--- config.mk ---
export PLATFORM = sky130hd
export DESIGN_NAME = uart_rx_flat
export DESIGN_NICKNAME = d
export VERILOG_FILES = /design/src/rtl/uart_rx_if.sv /design/src/rtl/uart_rx.sv /design/src/flat_wrapper.sv
export SDC_FILE = /design/constraint.sdc
export NUM_CORES = 1
export LEC_CHECK = 0
export ABC_CLOCK_PERIOD_IN_PS = 9000
export CAP_MARGIN = 20
export CORE_UTILIZATION = 30
export CTS_CLUSTER_SIZE = 10
export DETAILED_ROUTE_END_ITERATION = 8
export SETUP_SLACK_MARGIN = 0.3
export SYNTH_ARGS = -nofsm -noshare
export SYNTH_HDL_FRONTEND = slang
export SYNTH_SLANG_ARGS = --single-unit
--- constraint.sdc ---
create_clock -name clk -period 9 [get_ports clk]
set_input_delay 1.8 -clock clk [delete_from_list [all_inputs] [get_ports clk]]
set_output_delay 1.8 -clock clk [all_outputs]
set_load 0.005 [all_outputs]
--- src/rtl/uart_rx_if.sv ---
// CPU-side register bus of the uart_rx peripheral: address, strobes, write data,
// combinational read data and the access-accepted flag.
interface uart_rx_if;
    logic [31:0] addr;
    logic [31:0] write_data;
    logic        write_enable;
    logic        read_enable;
    logic [31:0] read_data;
    logic        rx_valid;

    modport master (
        output addr, write_data, write_enable, read_enable,
        input  read_data, rx_valid
    );

    modport slave (
        input  addr, write_data, write_enable, read_enable,
        output read_data, rx_valid
    );
endinterface

--- src/rtl/uart_rx.sv ---
// Memory-mapped UART receiver: 8N1 deserialiser, receive FIFO, RXDATA/STATUS registers.
// Define UART_RX_PARITY_EN to receive 8E1 frames with even-parity checking.
module uart_rx #(
    parameter int CLKS_PER_BIT = 868,
    parameter int FIFO_DEPTH   = 8
) (
    input  logic      clk,
    input  logic      rst_n,
    uart_rx_if.slave  bus,
    input  logic      rx,
    output logic      rx_interrupt
);
    localparam int CW = $clog2(CLKS_PER_BIT);
    localparam int AW = $clog2(FIFO_DEPTH);
    localparam logic [CW-1:0] FULL_BIT = CW'(CLKS_PER_BIT - 1);
    localparam logic [CW-1:0] HALF_BIT = CW'(CLKS_PER_BIT / 2 - 1);
    localparam logic [AW:0]   DEPTH    = (AW+1)'(FIFO_DEPTH);

`ifdef UART_RX_PARITY_EN
    typedef enum logic [2:0] {IDLE, START, DATA, PARITY, STOP, WAIT_HIGH} state_t;
`else
    typedef enum logic [2:0] {IDLE, START, DATA, STOP, WAIT_HIGH} state_t;
`endif

    function automatic logic [3:0] sat_occ(input logic [AW:0] c);
        int v;
        v = int'(c);
        if (v > 15) return 4'd15;
        return 4'(v);
    endfunction

    logic          rx_p0, rx_s;
    state_t        state, state_nx;
    logic [CW-1:0] cnt, cnt_nx;
    logic [2:0]    bit_idx, bit_nx;
    logic [7:0]    shift, shift_nx;
    logic          push, set_fe, set_pe;
    logic          par_bad, par_bad_nx;

    logic [7:0]    mem [FIFO_DEPTH];
    logic [AW:0]   wr_ptr, rd_ptr, count;
    logic          empty, full, pop, do_push, clr;
    logic [1:0]    sel;
    logic          overrun, framing_err, parity_err;
    logic [31:0]   rdata;

    // Two-flop synchroniser; idles high so reset never looks like a start bit
    always_ff @(posedge clk or negedge rst_n) begin
        if (!rst_n) begin
            rx_p0 <= 1'b1;
            rx_s  <= 1'b1;
        end else begin
            rx_p0 <= rx;
            rx_s  <= rx_p0;
        end
    end

    always_comb begin
        state_nx   = state;
        cnt_nx     = cnt;
        bit_nx     = bit_idx;
        shift_nx   = shift;
        par_bad_nx = par_bad;
        push       = 1'b0;
        set_fe     = 1'b0;
        set_pe     = 1'b0;
        case (state)
            IDLE: if (!rx_s) begin
                state_nx = START;
                cnt_nx   = '0;
            end
            START: if (cnt == HALF_BIT) begin
                cnt_nx   = '0;
                bit_nx   = '0;
                state_nx = rx_s ? IDLE : DATA;
            end else cnt_nx = cnt + 1'b1;
            DATA: if (cnt == FULL_BIT) begin
                cnt_nx   = '0;
                shift_nx = {rx_s, shift[7:1]};
                bit_nx   = bit_idx + 3'd1;
`ifdef UART_RX_PARITY_EN
                if (bit_idx == 3'd7) state_nx = PARITY;
`else
                if (bit_idx == 3'd7) state_nx = STOP;
`endif
            end else cnt_nx = cnt + 1'b1;
`ifdef UART_RX_PARITY_EN
            PARITY: if (cnt == FULL_BIT) begin
                cnt_nx     = '0;
                par_bad_nx = rx_s ^ (^shift);
                state_nx   = STOP;
            end else cnt_nx = cnt + 1'b1;
`endif
            STOP: if (cnt == FULL_BIT) begin
                cnt_nx = '0;
                if (rx_s) begin
                    set_pe   = par_bad;
                    push     = !par_bad;
                    state_nx = IDLE;
                end else begin
                    set_fe   = 1'b1;
                    state_nx = WAIT_HIGH;
                end
            end else cnt_nx = cnt + 1'b1;
            WAIT_HIGH: if (rx_s) state_nx = IDLE;
            default: state_nx = IDLE;
        endcase
    end

    always_ff @(posedge clk or negedge rst_n) begin
        if (!rst_n) begin
            state   <= IDLE;
            cnt     <= '0;
            bit_idx <= '0;
            shift   <= '0;
            par_bad <= 1'b0;
        end else begin
            state   <= state_nx;
            cnt     <= cnt_nx;
            bit_idx <= bit_nx;
            shift   <= shift_nx;
            par_bad <= par_bad_nx;
        end
    end

    assign sel     = bus.addr[3:2];
    assign count   = wr_ptr - rd_ptr;
    assign empty   = (count == '0);
    assign full    = (count == DEPTH);
    assign pop     = bus.read_enable && (sel == 2'd0) && !empty;
    // A simultaneous pop frees the slot, so a push into a full FIFO still lands
    assign do_push = push && (!full || pop);
    assign clr     = bus.write_enable && (sel == 2'd1);

    always_ff @(posedge clk or negedge rst_n) begin
        if (!rst_n) begin
            wr_ptr      <= '0;
            rd_ptr      <= '0;
            overrun     <= 1'b0;
            framing_err <= 1'b0;
            for (int i = 0; i < FIFO_DEPTH; i++) mem[i] <= '0;
        end else begin
            if (do_push) begin
                mem[wr_ptr[AW-1:0]] <= shift;
                wr_ptr <= wr_ptr + 1'b1;
            end
            if (pop) rd_ptr <= rd_ptr + 1'b1;
            overrun     <= (push && full && !pop) | (overrun & ~(clr & bus.write_data[2]));
            framing_err <= set_fe | (framing_err & ~(clr & bus.write_data[3]));
        end
    end

`ifdef UART_RX_PARITY_EN
    always_ff @(posedge clk or negedge rst_n) begin
        if (!rst_n) parity_err <= 1'b0;
        else        parity_err <= set_pe | (parity_err & ~(clr & bus.write_data[4]));
    end
    logic unused_bits;
    assign unused_bits = ^{bus.addr[31:4], bus.addr[1:0], bus.write_data[31:5], bus.write_data[1:0]};
`else
    assign parity_err = 1'b0;
    logic unused_bits;
    assign unused_bits = ^{bus.addr[31:4], bus.addr[1:0], bus.write_data[31:4],
                           bus.write_data[1:0], set_pe, par_bad_nx};
`endif

    always_comb begin
        rdata = '0;
        case (sel)
            2'd0: if (!empty) rdata = {24'b0, mem[rd_ptr[AW-1:0]]};
            2'd1: rdata = {20'b0, sat_occ(count), 3'b0,
                           parity_err, framing_err, overrun, full, !empty};
            default: rdata = '0;
        endcase
    end

    assign bus.read_data = rdata;
    assign bus.rx_valid  = bus.read_enable | bus.write_enable;
    assign rx_interrupt  = !empty;
endmodule
--- src/flat_wrapper.sv ---
// flat-port wrapper written by rule: the top's interface ports become plain ports
module uart_rx_flat 
#(
    parameter int CLKS_PER_BIT = 868,
    parameter int FIFO_DEPTH   = 8
)
  (clk, rst_n, rx, rx_interrupt, bus_addr, bus_write_data, bus_write_enable, bus_read_enable, bus_read_data, bus_rx_valid);
  uart_rx_if bus_i ();
  input  logic clk;
  input  logic rst_n;
  input  logic rx;
  output logic rx_interrupt;
  input wire logic [$bits(bus_i.addr)-1:0] bus_addr;
  input wire logic [$bits(bus_i.write_data)-1:0] bus_write_data;
  input wire logic [$bits(bus_i.write_enable)-1:0] bus_write_enable;
  input wire logic [$bits(bus_i.read_enable)-1:0] bus_read_enable;
  output wire logic [$bits(bus_i.read_data)-1:0] bus_read_data;
  output wire logic [$bits(bus_i.rx_valid)-1:0] bus_rx_valid;
  assign bus_i.addr = bus_addr;
  assign bus_i.write_data = bus_write_data;
  assign bus_i.write_enable = bus_write_enable;
  assign bus_i.read_enable = bus_read_enable;
  assign bus_read_data = bus_i.read_data;
  assign bus_rx_valid = bus_i.rx_valid;
  uart_rx #(.CLKS_PER_BIT(CLKS_PER_BIT), .FIFO_DEPTH(FIFO_DEPTH)) u_core (.clk(clk), .rst_n(rst_n), .bus(bus_i), .rx(rx), .rx_interrupt(rx_interrupt));
endmodule
Word level (Yosys, flattened, before mapping)
Cells that the tools add are included.
W data, S select, Z words.

cells by class
  shifts and indexed selects = 0
  $add $sub $neg = 5
  multiply operators = 0
  multiplexer cells = 30
  reductions and logical operators = 21
  magnitude comparators = 3
  div/mod/pow operators = 0
  equality and inequality tests = 15
  bitwise logic cells = 11

operators with widths
  cell                     count
  $bwmux W64               1
  $mux W8                  4
  $mux W10                 3
  $pmux W10 S3             1
  $mux W3                  9
  $bmux W8 S3              1
  $demux W8 S3             1
  $pmux W12 S2             1
  $pmux W3 S5              1
  $add A10 B1 Y10 const B  1
  $eq A10 B10 Y1 const B   1
  $eq A10 B9 Y1 const B    1
  $ne A2 B1 Y1 const B     5
  $add A4 B1 Y4 const B    2
  $ge A4 B4 Y1 const B     2
  $not A3 Y4               2
  $logic_and A1 B1 Y1      7
  $eq A3 B2 Y1 const B     2
  $eq A3 B3 Y1 const B     2
  $mux W1                  6
  $pmux W3 S2              1
  $reduce_and A6 Y1        1
  $and A1 B1 Y1            4
  $eq A4 B4 Y1 const B     1
  other kinds (19)         25

storage, ports and cells
  word-level logic and storage cells = 103
  register bits after elaboration = 100
  ROM bits = 0
  memories kept = 0
  bits in latches = 0
  bits of input ports = 69
  output and inout port bits = 34
  RAM bits = 0

Logic depth before layout (Yosys ltp)
Gate-level depths: netlist (run 1).

  depth in word-level cells = 7
  gate-level depth with buffers = 11
  mapped depth without buffers = 9

Worst setup path before layout (run 1)
No wires, ideal clock.

  path kind = register to output
  start = reg u_core.rd_ptr[1]
  end = out bus_read_data[2]
  buffers on the path = 2
  stages on the path, launching flop included = 10
  arrival time = 2.664 ns
  path slack = 4.536 ns
  required time = 7.200 ns
  cell sequence = dfrtp_1 > clkbuf_1 > buf_1 > inv_1 > ha_1 > and3b_1 > or3_1 > a21oi_1 > nand2b_1 > o21ai_0

on the way
  longest elaborated chain between the ends = 6
  elaborated cells on any way between the ends = 8
  those cells by class = add/sub: 1; mux: 5; bitwise: 1; reduce/logical: 1

RTL lines
  item                                                                   line                text
  start, declared                                                        uart_rx.sv:41       logic [AW:0] wr_ptr, rd_ptr, count;
  start signal, assigned                                                 uart_rx.sv:147      if (pop) rd_ptr <= rd_ptr + 1'b1;
  parallel branches: the longest is 4 deep, another holds $sub A4 B4 Y4  n/a
  $mux W8 (*)                                                            uart_rx.sv:170      2'd0: if (!empty) rdata = {24'b0, mem[rd_ptr[AW-1:0]]};
  $pmux W12 S2 (*)                                                       uart_rx.sv:169      case (sel)
  end, declared                                                          flat_wrapper.sv:17  output wire logic [$bits(bus_i.read_data)-1:0] bus_read_data;

Mark *: on every way between the ends. The select of a mux whose other input is x is not followed.

Final worst setup path (run 1)
  start = reg u_core.rd_ptr[1]
  end = out bus_read_data[3]

Same word-level chain as after synthesis.

==> qor_table.md, run 1 <==
| Item | Reported | Unit |
|---|---|---|
| Status | complete, no violations | - |
| Critical Path Fanout Max | 20 | - |
| Worst-path cell with the longest stage delay | sky130_fd_sc_hd__dfrtp_1 | - |
| Slew at the pin with the worst max-slew slack | 1.016 | ns |
| Routability congestion estimate | 0.7964 | - |
| DR WL/cell | 16.98 | um |
| Start-to-end type of the worst setup path | flip-flop to primary output | - |
| Vias | 3146 | - |
| Remaining routing DRC violations | 0 | - |
| Post-layout power | 1069 | uW |
| Ant diodes | 0 | - |
| Post-CTS clock slew at the launch and capture registers of the worst setup and hold paths | 0.07 | ns |
| Metal-1 WL | 5083 | um |
| Critical Path Max Stage Delay | 1.01 | ns |
| Post-layout net count | 490 | - |
| Synth top area share | 0.4701 | - |
| Clock latency at the later pin of the worst-skew pair | 0.35 | ns |
| Largest area contributor in the netlist | sky130_fd_sc_hd__dfrtp_1 | - |
| DR vias/cell | 4.947 | - |
| Number of setup violations in the final report | 0 | - |
| Placed Instance Area | 5514 | um2 |
| Power density over the cells | 182.8 | nW/um2 |
| Number of distinct library cells after synthesis | 55 | - |
| Critical Path Sink Type | primary output | - |
| Largest net degree at the start of global routing | 86 | - |
| Wirelength, routed | 10800 | um |
| Number of buffers added by the clock tree synthesis step | 9 | - |
| Max Transition Viols Final | 0 | - |
| Routed wl met2 | 5214 | um |
| Startpoint kind of the worst setup timing path | flip-flop | - |
| Fraction of final layout cells sized beyond drive strength 1 | 0.2139 | - |
| Clock net sink count | 100 | - |
| Largest vdd supply drop | 0.1029 | mV |
| Starting Density | 0.3112 | - |
| Flip-flop and latch count after synthesis | 100 | - |
| Count of boundary I/O pins | 103 | - |
| Total core area | 16760 | um2 |
| Unrepaired setup endpoints after global routing | no | - |
| Post-synthesis to final-layout area growth | 12.09 | % |
| Full die area | 17920 | um2 |
| Root buffer selected by CTS | sky130_fd_sc_hd__clkbuf_16 | - |
| Ordered list of cells on the worst path | inv_1 -> ha_1 -> and3b_1 -> or3_1 -> a21oi_1 -> nand2b_1 -> o21ai_0 -> clkdlybuf4s50_1 | - |
| Synthesized area per cell | 13.11 | um2 |
| Gr usage total | 0.1324 | - |
| Ratio of final minimum period to clock period | 0.6624 | - |
| Setup bufs post-CTS | 0 | - |
| Data arrival time of the critical path | 4.16 | ns |
| CP bufs+invs | 2 | - |
| Total iterations of the first detailed-routing run | 4 | - |
| Number of warnings issued by yosys | 0 | - |
| Most common flop cell mapped by yosys | sky130_fd_sc_hd__dfrtp_1 | - |
| Antenna violations before repair | 0 | - |
| Row Count | 47 | - |
| Final critical path time including I/O delays and setup | 5.961 | ns |
| Top sig layer | met4 | - |
| Final-layout setup total negative slack | 0 | ns |
| # H-tree levels | 3 | - |
| Final Cell Area | 5847 | um2 |
| Top Family by Delay on Critical Path | simple AND/OR/NAND/NOR gates | - |
| Via count of the first global-routing pass | 3171 | - |
| Synthesized netlist cell count | 398 | - |
| Post-route antenna net violation count | 0 | - |
| Remaining global-route overflow | 0 | - |
| Share of synthesized flip-flops with an asynchronous set or reset | 1.000 | - |
| Setup slack of the worst register-to-register path | 5.03 | ns |
| Hold Path Class | flip-flop to flip-flop | - |
| # port buffers | 22 | - |
| EDFF count, synth | 0 | - |
| Global-route wire length before repair | 17790 | um |
| Post-CTS sizing | 0 | - |
| DRT iter0 DRCs | 152 | - |
| Post-detail-place hpwl | 7086 | um |
| Relative max-transition margin | 0.3227 | - |
| Leakage power figure | 0.002706 | uW |
| Die outline height | 133.9 | um |
| TritonCTS clock tree | yes | - |
| Largest cells by area after synthesis | sky130_fd_sc_hd__dfrtp_1 (47%), sky130_fd_sc_hd__mux2_1 (6.9%), sky130_fd_sc_hd__mux2_4 (6.9%), sky130_fd_sc_hd__mux4_2 (6.9%), sky130_fd_sc_hd__mux2_2 (3.9%) | - |
| Layout Skew | 0.005690 | ns |
| Die Width | 133.9 | um |
| Hold bufs inserted after CTS | 0 | - |
| Worst Path Required | 7.20 | ns |
| Fin. Hold Viols | 0 | - |
| Sequential element share of the synthesized area | 0.4802 | - |
| Highest attainable clock frequency | 0.1677 | GHz |
| Post-synthesis cell area | 5216 | um2 |
| Number of max-cap violations | 0 | - |
| Number of buffers between clock root and the deepest sink | 2 | - |
| Amount of wire on met3 after detailed routing | 258 | um |
[flip-flops by register name, indices dropped and copies added, names as in the netlist]
signal	flops
u_core.rd_ptr	4
u_core.shift	8
u_core.rx_s	1
u_core.bit_idx	3
u_core.overrun	1
u_core.cnt	10
u_core.wr_ptr	4
u_core.rx_p0	1
u_core.framing_err	1
u_core.mem	64
u_core.state	3
[cells by family (layout without fill, tap and decap cells)]
family	count (synthesis)	in the layout	synth area share
AND/OR/NAND/NOR	94	94	0.1139
flip-flops	100	100	0.4802
adder cells (fa/ha/maj)	10	10	0.02543
multiplexers	95	95	0.2557
AO/OA/AOI/OAI	40	40	0.05085
XOR/XNOR	8	8	0.01343
other	1	20	0.0007189
buffers and inverters	50	49	0.05972
[metal layers]
metal,up-vias,global-route usage
met3,15,0.02570
met2,64,0.2038
met1,1633,0.1783
met4,0,0.06439
met5,-,0
li1,1434,-
[through the flow]
step | hold slack, ns | cells | util | setup WS [ns]
floorplan | 0.3452 | 417 | - | 4.536
global placement | 0.3465 | 619 | 0.3290 | 3.449
detailed placement | 0.3478 | 619 | 0.3290 | 3.402
CTS | 0.3623 | 635 | 0.3472 | 3.000
global route | 0.3640 | 636 | 0.3489 | 2.842
finish | 0.3581 | 636 | 0.3489 | 3.039
[worst register-to-register path, stage by stage, from the launching register on]
cell	delay [ns]
sky130_fd_sc_hd__dfrtp_1	1.01
sky130_fd_sc_hd__inv_1	0.23
sky130_fd_sc_hd__ha_1	0.35
sky130_fd_sc_hd__and3b_1	0.20
sky130_fd_sc_hd__or3_1	0.41
sky130_fd_sc_hd__nand4b_1	0.53
sky130_fd_sc_hd__and4b_1	0.77
sky130_fd_sc_hd__mux2_4	0.36
[placed cells by master (no fill, tap or decap), types with 6 or more instances in the layout]
| cell | synthesis | layout |
|---|---|---|
| sky130_fd_sc_hd__dfrtp_1 | 98 | 98 |
| sky130_fd_sc_hd__mux2_1 | 32 | 32 |
| sky130_fd_sc_hd__mux2_4 | 24 | 24 |
| sky130_fd_sc_hd__nand2_1 | 22 | 22 |
| sky130_fd_sc_hd__clkdlybuf4s50_1 | 0 | 21 |
| sky130_fd_sc_hd__conb_1 | 1 | 20 |
| sky130_fd_sc_hd__mux2_2 | 18 | 18 |
| sky130_fd_sc_hd__nor2_1 | 17 | 17 |
| sky130_fd_sc_hd__mux4_2 | 16 | 16 |
| sky130_fd_sc_hd__o21ai_0 | 12 | 12 |
| sky130_fd_sc_hd__a21oi_1 | 9 | 9 |
| sky130_fd_sc_hd__ha_1 | 9 | 9 |
| sky130_fd_sc_hd__clkbuf_16 | 0 | 9 |
| sky130_fd_sc_hd__a22o_1 | 8 | 8 |
| sky130_fd_sc_hd__inv_1 | 7 | 7 |
| sky130_fd_sc_hd__nor2b_1 | 7 | 7 |
| sky130_fd_sc_hd__xnor2_1 | 6 | 6 |
| sky130_fd_sc_hd__nand3_1 | 6 | 6 |
[power by group]
part / switching [uW] / internal, uW / total, uW
logic: 101 / 80.5 / 181
clock network: 177 / 219 / 397
registers: 32.4 / 459 / 491
[cells in the mapped netlist, types with 5 or more instances]
library cell and n:
sky130_fd_sc_hd__nand2_1 22, sky130_fd_sc_hd__buf_2 5, sky130_fd_sc_hd__o21ai_0 12, sky130_fd_sc_hd__and2_1 5
sky130_fd_sc_hd__buf_4 21, sky130_fd_sc_hd__a21oi_1 9, sky130_fd_sc_hd__a22o_1 8, sky130_fd_sc_hd__mux2_1 32
sky130_fd_sc_hd__buf_1 8, sky130_fd_sc_hd__mux4_2 16, sky130_fd_sc_hd__xnor2_1 6, sky130_fd_sc_hd__nor2b_1 7
sky130_fd_sc_hd__inv_1 7, sky130_fd_sc_hd__mux2i_1 5, sky130_fd_sc_hd__dfrtp_1 98, sky130_fd_sc_hd__nand3_1 6
sky130_fd_sc_hd__mux2_2 18, sky130_fd_sc_hd__ha_1 9, sky130_fd_sc_hd__mux2_4 24, sky130_fd_sc_hd__nor2_1 17
[area by class of cell]
class,count,area (um2)
fillers,1645,10910
flip-flops and latches,100,2505
multi-input cells,267,2471
well taps,220,275.3
repair buffers,25,260.3
clock buffers,9,225.2
clock inverters,7,80.08
inverters,8,30.03
[worst paths after layout]
check                                             endpoint  depth (start not counted)                         start
worst max-delay path                      bus_read_data[3]                          8  u_core.rd_ptr[1]$_DFFE_PN0P_
worst min-delay path                 u_core.rx_s$_DFF_PN1_                          0        u_core.rx_p0$_DFF_PN1_
worst max register to register  u_core.mem[62]$_DFFE_PN0P_                          7  u_core.rd_ptr[1]$_DFFE_PN0P_
worst min register to register       u_core.rx_s$_DFF_PN1_                          0        u_core.rx_p0$_DFF_PN1_
max in group asynchronous       u_core.mem[54]$_DFFE_PN0P_                          3                         rst_n
min in group asynchronous        u_core.cnt[6]$_DFFE_PN0P_                          1                         rst_n
Note: power is estimated with default switching activity, not from simulation.
==> inputs of run 2 (changes only) <==
--- a/config.mk
+++ b/config.mk
@@ -5,7 +5,7 @@
 export SDC_FILE = /design/constraint.sdc
 export NUM_CORES = 1
 export LEC_CHECK = 0
-export ABC_CLOCK_PERIOD_IN_PS = 9000
+export ABC_CLOCK_PERIOD_IN_PS = 6200
 export CAP_MARGIN = 20
 export CORE_UTILIZATION = 30
 export CTS_CLUSTER_SIZE = 10
==> constraint.sdc (replaced) <==
create_clock -name clk -period 6.2 [get_ports clk]
set_input_delay 1.24 -clock clk [delete_from_list [all_inputs] [get_ports clk]]
set_output_delay 1.24 -clock clk [all_outputs]
set_load 0.005 [all_outputs]
==> run 2 against run 1 <==
Compared with the run above:
- clock power up 44%
- critical path type unchanged
- flip-flop and latch count unchanged
- die area did not move
- global-route usage shrank 0.45 points
- highest routed layer unchanged
- power up 45%
- routed wire length decreased by 1.7%
- combinational power rose by 44%
- sequential share of layout area is essentially flat
==> qor_table.md, run 2 (same netlist as run 1, synthesis figures left out) <==
| Item | Reported | Unit | Change |
|---|---|---|---|
| Post-CTS clock slew at the launch and capture registers of the worst setup and hold paths | 0.07 | ns | about the same |
| Die Width | 133.9 | um | unchanged |
| Clock net sink count | 100 | - | unchanged |
| Worst Path Required | 4.96 | ns | -2.24 ns |
| Wirelength, routed | 10620 | um | -1.7% |
| Commonest cells after routing, fill and taps aside | sky130_fd_sc_hd__dfrtp_1 (98), sky130_fd_sc_hd__mux2_1 (32), sky130_fd_sc_hd__mux2_4 (24), sky130_fd_sc_hd__nand2_1 (22), sky130_fd_sc_hd__clkdlybuf4s50_1 (21) | - |  |
| Final-layout setup total negative slack | 0 | ns | unchanged |
| Unrepaired setup endpoints after global routing | no | - |  |
| Largest vdd supply drop | 0.1245 | mV | +21% |
| DR WL/cell | 16.69 | um | -1.7% |
| Ordered list of cells on the worst path | inv_1 -> ha_1 -> and3b_1 -> or3_1 -> a21oi_1 -> nand2b_1 -> o21ai_0 -> clkdlybuf4s50_1 | - |  |
| Full die area | 17920 | um2 | unchanged |
| Hold Path Class | flip-flop to flip-flop | - |  |
| Sw frac | 0.2821 | - | -0.008297 |
| DR vias/cell | 4.898 | - | -0.99% |
| # H-tree levels | 3 | - | unchanged |
| Critical Path Fanout Max | 20 | - | unchanged |
| Most common cell after layout, fill and taps aside | sky130_fd_sc_hd__dfrtp_1 | - |  |
| Power density over the cells | 264.5 | nW/um2 | +45% |
| Part of the total power dissipated in sequential elements | 0.461 | - | +0.002 |
| Vias | 3115 | - | -0.99% |
| Remaining routing DRC violations | 0 | - | unchanged |
| Hold bufs inserted after CTS | 0 | - | unchanged |
| Row Count | 47 | - | unchanged |
| # port buffers | 22 | - | unchanged |
| Worst-path cell with the longest stage delay | sky130_fd_sc_hd__dfrtp_1 | - |  |
| Largest register by flop count | u_core.mem | - |  |
| Start-to-end type of the worst setup path | flip-flop to primary output | - |  |
| Total iterations of the first detailed-routing run | 4 | - | unchanged |
| Data arrival time of the critical path | 4.11 | ns | -0.05 ns |
| Largest registers in the final layout | u_core.mem: 64 flops, u_core.cnt: 10 flops, u_core.shift: 8 flops | - |  |
| Post-synthesis to final-layout area growth | 12.02 | % | about the same |
| Number of flip-flops under the largest register name | 64 | - | unchanged |
| Antenna violations before repair | 0 | - | unchanged |
| Post-route antenna net violation count | 0 | - | unchanged |
| Remaining global-route overflow | 0 | - | unchanged |
| Post-Route Hold Slack | 0.3552 | ns | -0.002914 ns |
| Critical Path Max Stage Delay | 1.00 | ns | about the same |
| Fin. Hold Viols | 0 | - | unchanged |
| Fraction of final layout cells sized beyond drive strength 1 | 0.2091 | - | -0.004808 |
| CP bufs+invs | 2 | - | unchanged |
| Post-CTS sizing | 0 | - | unchanged |
| Post-detail-place hpwl | 6834 | um | -3.6% |
| Relative max-transition margin | 0.3320 | - | +0.009255 |
| Root buffer selected by CTS | sky130_fd_sc_hd__clkbuf_16 | - |  |
| TritonCTS clock tree | yes | - |  |
| Routability congestion estimate | 0.8043 | - | +0.99% |
| Top Family by Delay on Critical Path | simple AND/OR/NAND/NOR gates | - |  |
| Ratio of final minimum period to clock period | 0.8637 | - |  |
| Max Transition Viols Final | 0 | - | unchanged |
| Leakage power figure | 0.002701 | uW | -0.17% |
| Part of the power in combinational logic | 0.168 | - | about the same |
| Final critical path time including I/O delays and setup | 5.355 | ns |  |
| Slew at the pin with the worst max-slew slack | 1.002 | ns | -0.01388 ns |
| Total core area | 16760 | um2 | unchanged |
| Ant diodes | 0 | - | unchanged |
| Number of max-cap violations | 0 | - | unchanged |
| Clock latency at the later pin of the worst-skew pair | 0.35 | ns | about the same |
| Number of buffers between clock root and the deepest sink | 2 | - | unchanged |
| Global-route wire length before repair | 17350 | um | -2.5% |
| Internal power | 1109 | uW | +46% |
| Layer carrying the most global-route usage | met2 | - |  |
| Number of setup violations in the final report | 0 | - | unchanged |
| Relative contribution of the clock network to total power | 0.370 | - | about the same |
| Largest net degree at the start of global routing | 90 | - | +4.7% |
| Post-layout net count | 490 | - | unchanged |
| Global Route met3 Usage | 0.03175 | - | +0.006047 |
| DRT iter0 DRCs | 176 | - | +16% |
| Status | complete, no violations | - |  |
| Starting Density | 0.3112 | - | unchanged |
| Highest attainable clock frequency | 0.1868 | GHz |  |
| Critical Path Sink Type | primary output | - |  |
| Met2 Track Usage GR | 0.1960 | - | -0.007772 |
| Layout Skew | 0.008530 | ns | +0.002840 ns |
| Via count of the first global-routing pass | 3122 | - | -1.5% |
| Count of boundary I/O pins | 103 | - | unchanged |
| Met1 routing resource usage after global routing | 0.1732 | - | -0.005098 |
| Gr usage total | 0.1280 | - | -0.004474 |
| Startpoint kind of the worst setup timing path | flip-flop | - |  |
| Number of buffers added by the clock tree synthesis step | 9 | - | unchanged |
| Setup bufs post-CTS | 0 | - | unchanged |
| Net Switching | 435.9 | uW | +40% |
| Die outline height | 133.9 | um | unchanged |
## run 2: routing by layer
layer  wire length, um  part of all wire
met1              5147              0.48
met2              4904              0.46
met3               386             0.036
met4               178             0.017
met5                 0                 0
## run 2: layout make-up
class	instances	area [um2]
well taps	220	275.3
clock buffers	12	246.5
clock inverters	4	55.05
flip-flops and latches	100	2505
inverters	8	30.03
fillers	1605	10920
repair buffers	25	260.3
multi-input cells	267	2471
## run 2: worst paths after layout
kind | from | to | slack (ns) | depth (start not counted)
max | u_core.rd_ptr[1]$_DFFE_PN0P_ | bus_read_data[3] | 0.85 | 8
min in group asynchronous | rst_n | u_core.cnt[4]$_DFFE_PN0P_ | 0.72 | 1
min | u_core.rx_p0$_DFF_PN1_ | u_core.rx_s$_DFF_PN1_ | 0.36 | 0
max reg2reg | u_core.rd_ptr[1]$_DFFE_PN0P_ | u_core.mem[46]$_DFFE_PN0P_ | 2.28 | 7
max in group asynchronous | rst_n | u_core.wr_ptr[2]$_DFFE_PN0P_ | 4.57 | 3
min reg2reg | u_core.rx_p0$_DFF_PN1_ | u_core.rx_s$_DFF_PN1_ | 0.36 | 0
## run 2: stage by stage
step	util	area, um2	worst slack (ns)	total power [uW]	instances
floorplan	-	5288	2.296	897.6	417
global placement	0.3290	5514	1.213	984.2	619
detailed placement	0.3290	5514	1.206	985.9	619
CTS	0.3470	5816	0.8145	1567	635
global route	0.3486	5843	0.5750	1622	636
finish	0.3486	5843	0.8453	1545	636
## run 2: power by group through the flow
stage	clock network (uW)	logic (uW)	registers [uW]
final	572	260	713
after detailed placement	0	262	724
after floorplan	0	207	690
after global placement	0	259	725
after CTS	591	263	712
after global routing	617	290	715
==> inputs of run 3 (changes only) <==
--- a/config.mk
+++ b/config.mk
@@ -7,9 +7,10 @@
 export LEC_CHECK = 0
 export ABC_CLOCK_PERIOD_IN_PS = 6200
 export CAP_MARGIN = 20
-export CORE_UTILIZATION = 30
+export CORE_UTILIZATION = 44
 export CTS_CLUSTER_SIZE = 10
 export DETAILED_ROUTE_END_ITERATION = 8
+export PLACE_DENSITY = 0.7
 export SETUP_SLACK_MARGIN = 0.3
 export SYNTH_ARGS = -nofsm -noshare
 export SYNTH_HDL_FRONTEND = slang
==> run 3 against run 2 <==
Compared with the run above:
- routed wire length is 3.4% lower
- cell count is 12% lower
- die area is 31% lower
- setup slack better by 0.43 ns
- critical endpoint unchanged
- highest routed layer unchanged
==> qor_table.md, run 3 (same netlist as run 1, synthesis figures left out) <==
| Item | Reported | Unit | Change |
|---|---|---|---|
| Ant diodes | 0 | - | unchanged |
| Final Cell Area | 5712 | um2 | -2.2% |
| Number of buffers added by the clock tree synthesis step | 9 | - | unchanged |
| Final critical path time including I/O delays and setup | 4.925 | ns | -0.4296 ns |
| Placed Instance Area | 5425 | um2 | -1.6% |
| FILL cells | 982 | - | -39% |
| Fin. Hold Viols | 0 | - | unchanged |
| Leakage power figure | 0.002684 | uW | -0.64% |
| Post-CTS sizing | 0 | - | unchanged |
| Row Count | 39 | - | -17% |
| Slew at the pin with the worst max-slew slack | 0.7774 | ns | -0.2246 ns |
| Clock latency at the later pin of the worst-skew pair | 0.35 | ns | about the same |
| DR vias/cell | 5.615 | - | +15% |
| End point of the worst hold path | u_core.rx_s$_DFF_PN1_ | - |  |
| Timing startpoint of the critical path | u_core.rd_ptr[2]$_DFFE_PN0P_ | - |  |
| Final-layout setup total negative slack | 0 | ns | unchanged |
| Start-to-end type of the worst setup path | flip-flop to primary output | - |  |
| Part of the total power dissipated in sequential elements | 0.452 | - | -0.009 |
| Most common cell after layout, fill and taps aside | sky130_fd_sc_hd__dfrtp_1 | - |  |
| Post-layout power | 1511 | uW | -2.2% |
| # H-tree levels | 3 | - | unchanged |
| Fraction of final layout cells sized beyond drive strength 1 | 0.2115 | - | +0.002404 |
| Highest attainable clock frequency | 0.2030 | GHz | +8.7% |
| TritonCTS clock tree | yes | - |  |
| Die Width | 110.9 | um | -17% |
| Count of boundary I/O pins | 103 | - | unchanged |
| Hold Path Class | flip-flop to flip-flop | - |  |
| # port buffers | 22 | - | unchanged |
| Unrepaired setup endpoints after global routing | no | - |  |
| Total core area | 11470 | um2 | -32% |
| Worst Path Required | 4.96 | ns | about the same |
| Global Route met3 Usage | 0.04210 | - | +0.01035 |
| Relative max-transition margin | 0.4813 | - | +0.1494 |
| Critical Path Fanout Max | 10 | - | -50% |
| Startpoint kind of the worst setup timing path | flip-flop | - |  |
| Total iterations of the first detailed-routing run | 4 | - | unchanged |
| Largest register by flop count | u_core.mem | - |  |
| Setup bufs post-CTS | 0 | - | unchanged |
| Relative contribution of the clock network to total power | 0.359 | - | -0.011 |
| Number of max-cap violations | 0 | - | unchanged |
| Worst min-delay path startpoint | u_core.rx_p0$_DFF_PN1_ | - |  |
| Max Transition Viols Final | 0 | - | unchanged |
| Remaining global-route overflow | 0 | - | unchanged |
| Internal power | 1073 | uW | -3.3% |
| Reg-to-reg critical path startpoint | u_core.rd_ptr[2]$_DFFE_PN0P_ | - |  |
| Sw frac | 0.2902 | - | +0.008138 |
| Number of flip-flops under the largest register name | 64 | - | unchanged |
| Power density over the cells | 264.5 | nW/um2 | about the same |
| Ordered list of cells on the worst path | inv_2 -> ha_1 -> a21o_1 -> or3_1 -> a21oi_1 -> nand2b_1 -> o21ai_0 -> clkdlybuf4s50_1 | - |  |
| Part of the power in combinational logic | 0.189 | - | +0.021 |
| Commonest cells after routing, fill and taps aside | sky130_fd_sc_hd__dfrtp_1 (98), sky130_fd_sc_hd__mux2_1 (32), sky130_fd_sc_hd__mux2_4 (24), sky130_fd_sc_hd__nand2_1 (22), sky130_fd_sc_hd__clkdlybuf4s50_1 (21) | - |  |
| DR WL/cell | 18.35 | um | +9.9% |
| Layer carrying the most global-route usage | met2 | - |  |
| Layout Skew | 0.01189 | ns | +0.003359 ns |
| Routability congestion estimate | 0.8386 | - | +4.3% |
| Wirelength, routed | 10260 | um | -3.4% |
| Hold bufs inserted after CTS | 0 | - | unchanged |
| Cell depth of the worst min-delay path | 0 | - | unchanged |
| Ratio of final minimum period to clock period | 0.7944 | - | -0.06930 |
| Status | complete, no violations | - |  |
| Gr usage total | 0.1827 | - | +0.05474 |
| Full die area | 12290 | um2 | -31% |
| Post-layout net count | 490 | - | unchanged |
| Critical Path Sink Type | primary output | - |  |
| Critical Path Max Stage Delay | 0.56 | ns | -0.44 ns |
| Largest registers in the final layout | u_core.mem: 64 flops, u_core.cnt: 10 flops, u_core.shift: 8 flops | - |  |
| Die outline height | 110.9 | um | -17% |
| Remaining routing DRC violations | 0 | - | unchanged |
| Vias | 3139 | - | +0.77% |
| Antenna violations before repair | 0 | - | unchanged |
| Net Switching | 438.5 | uW | +0.60% |
| Largest vdd supply drop | 0.1589 | mV | +28% |
| Root buffer selected by CTS | sky130_fd_sc_hd__clkbuf_16 | - |  |
| Post-synthesis to final-layout area growth | 9.499 | % |  |
| Via count of the first global-routing pass | 3186 | - | +2.0% |
| Number of setup violations in the final report | 0 | - | unchanged |
| Setup slack of the worst register-to-register path | 2.59 | ns | +0.31 ns |
| Met2 Track Usage GR | 0.2836 | - | +0.08762 |
| Critical register-to-register path endpoint | u_core.mem[46]$_DFFE_PN0P_ | - |  |
| Global-route wire length before repair | 17310 | um | -0.24% |
| Post-detail-place hpwl | 6605 | um | -3.3% |
| Post-CTS clock slew at the launch and capture registers of the worst setup and hold paths | 0.07 | ns | about the same |
| Starting Density | 0.4549 | - | +0.1436 |
| Largest net degree at the start of global routing | 57 | - | -37% |
| Worst-path cell with the longest stage delay | sky130_fd_sc_hd__dfrtp_1 | - |  |
| Post-Route Hold Slack | 0.3551 | ns | -0.0001100 ns |
| DRT iter0 DRCs | 120 | - | -32% |
| Met1 routing resource usage after global routing | 0.2535 | - | +0.08030 |
| Post-route antenna net violation count | 0 | - | unchanged |
| Reg2reg path depth | 7 | - | unchanged |
| Data arrival time of the critical path | 3.69 | ns | -0.42 ns |
| Final core occ | 0.4981 | - | +0.1495 |
| Number of buffers between clock root and the deepest sink | 2 | - | unchanged |
| Clock net sink count | 100 | - | unchanged |
==> run 3: metrics by stage <==
step	worst slack, ns	cells
finish	1.275	559
global route	1.048	559
CTS	1.233	559
detailed placement	1.596	543
global placement	1.647	543
floorplan	2.296	417
==> run 3: worst max path at each step <==
stage,cells after the start,endpoint
6_report,8,bus_read_data[3]
5_1_grt,10,bus_read_data[3]
4_1_cts,8,bus_read_data[3]
3_5_place_dp,8,bus_read_data[3]
3_3_place_gp,8,bus_read_data[3]
2_1_floorplan,9,bus_read_data[2]
==> run 3: worst max-delay path: cells and delay by family (launching register included) <==
family | cells | cell delay (ns)
DFF | 1 | 0.56
and+or+nand+nor | 2 | 0.79
AOI/OAI and AO/OA | 3 | 0.86
buffers and inverters | 2 | 0.73
adders and majority gates | 1 | 0.39
==> run 3: cell type report <==
class / count / area (um2) / share of cell area
Timing Repair Buffer: 25 / 240.2 / 0.04206
Clock inverter: 5 / 43.79 / 0.007667
Inverter: 8 / 30.03 / 0.005257
Tap cell: 143 / 178.9 / 0.03133
Clock buffer: 11 / 242.7 / 0.04250
Multi-Input combinational cell: 267 / 2471 / 0.4326
Sequential cell: 100 / 2505 / 0.4386
==> run 3: routing by layer <==
metal  vias to the layer above  wire length [um]  share of wire
li1                       1423                 -              -
met1                      1634              4867           0.47
met2                        71              4870           0.47
met3                        11               372          0.036
met4                         0               149          0.015
met5                         -                 0              0
==> run 3: power by group through the flow <==
stage                     clock [uW]  combinational (uW)  sequential, uW
after CTS                        558                 291             682
after floorplan                    0                 207             690
after detailed placement           0                 290             695
after global routing             579                 316             683
after global placement             0                 283             694
final                            543                 286             682
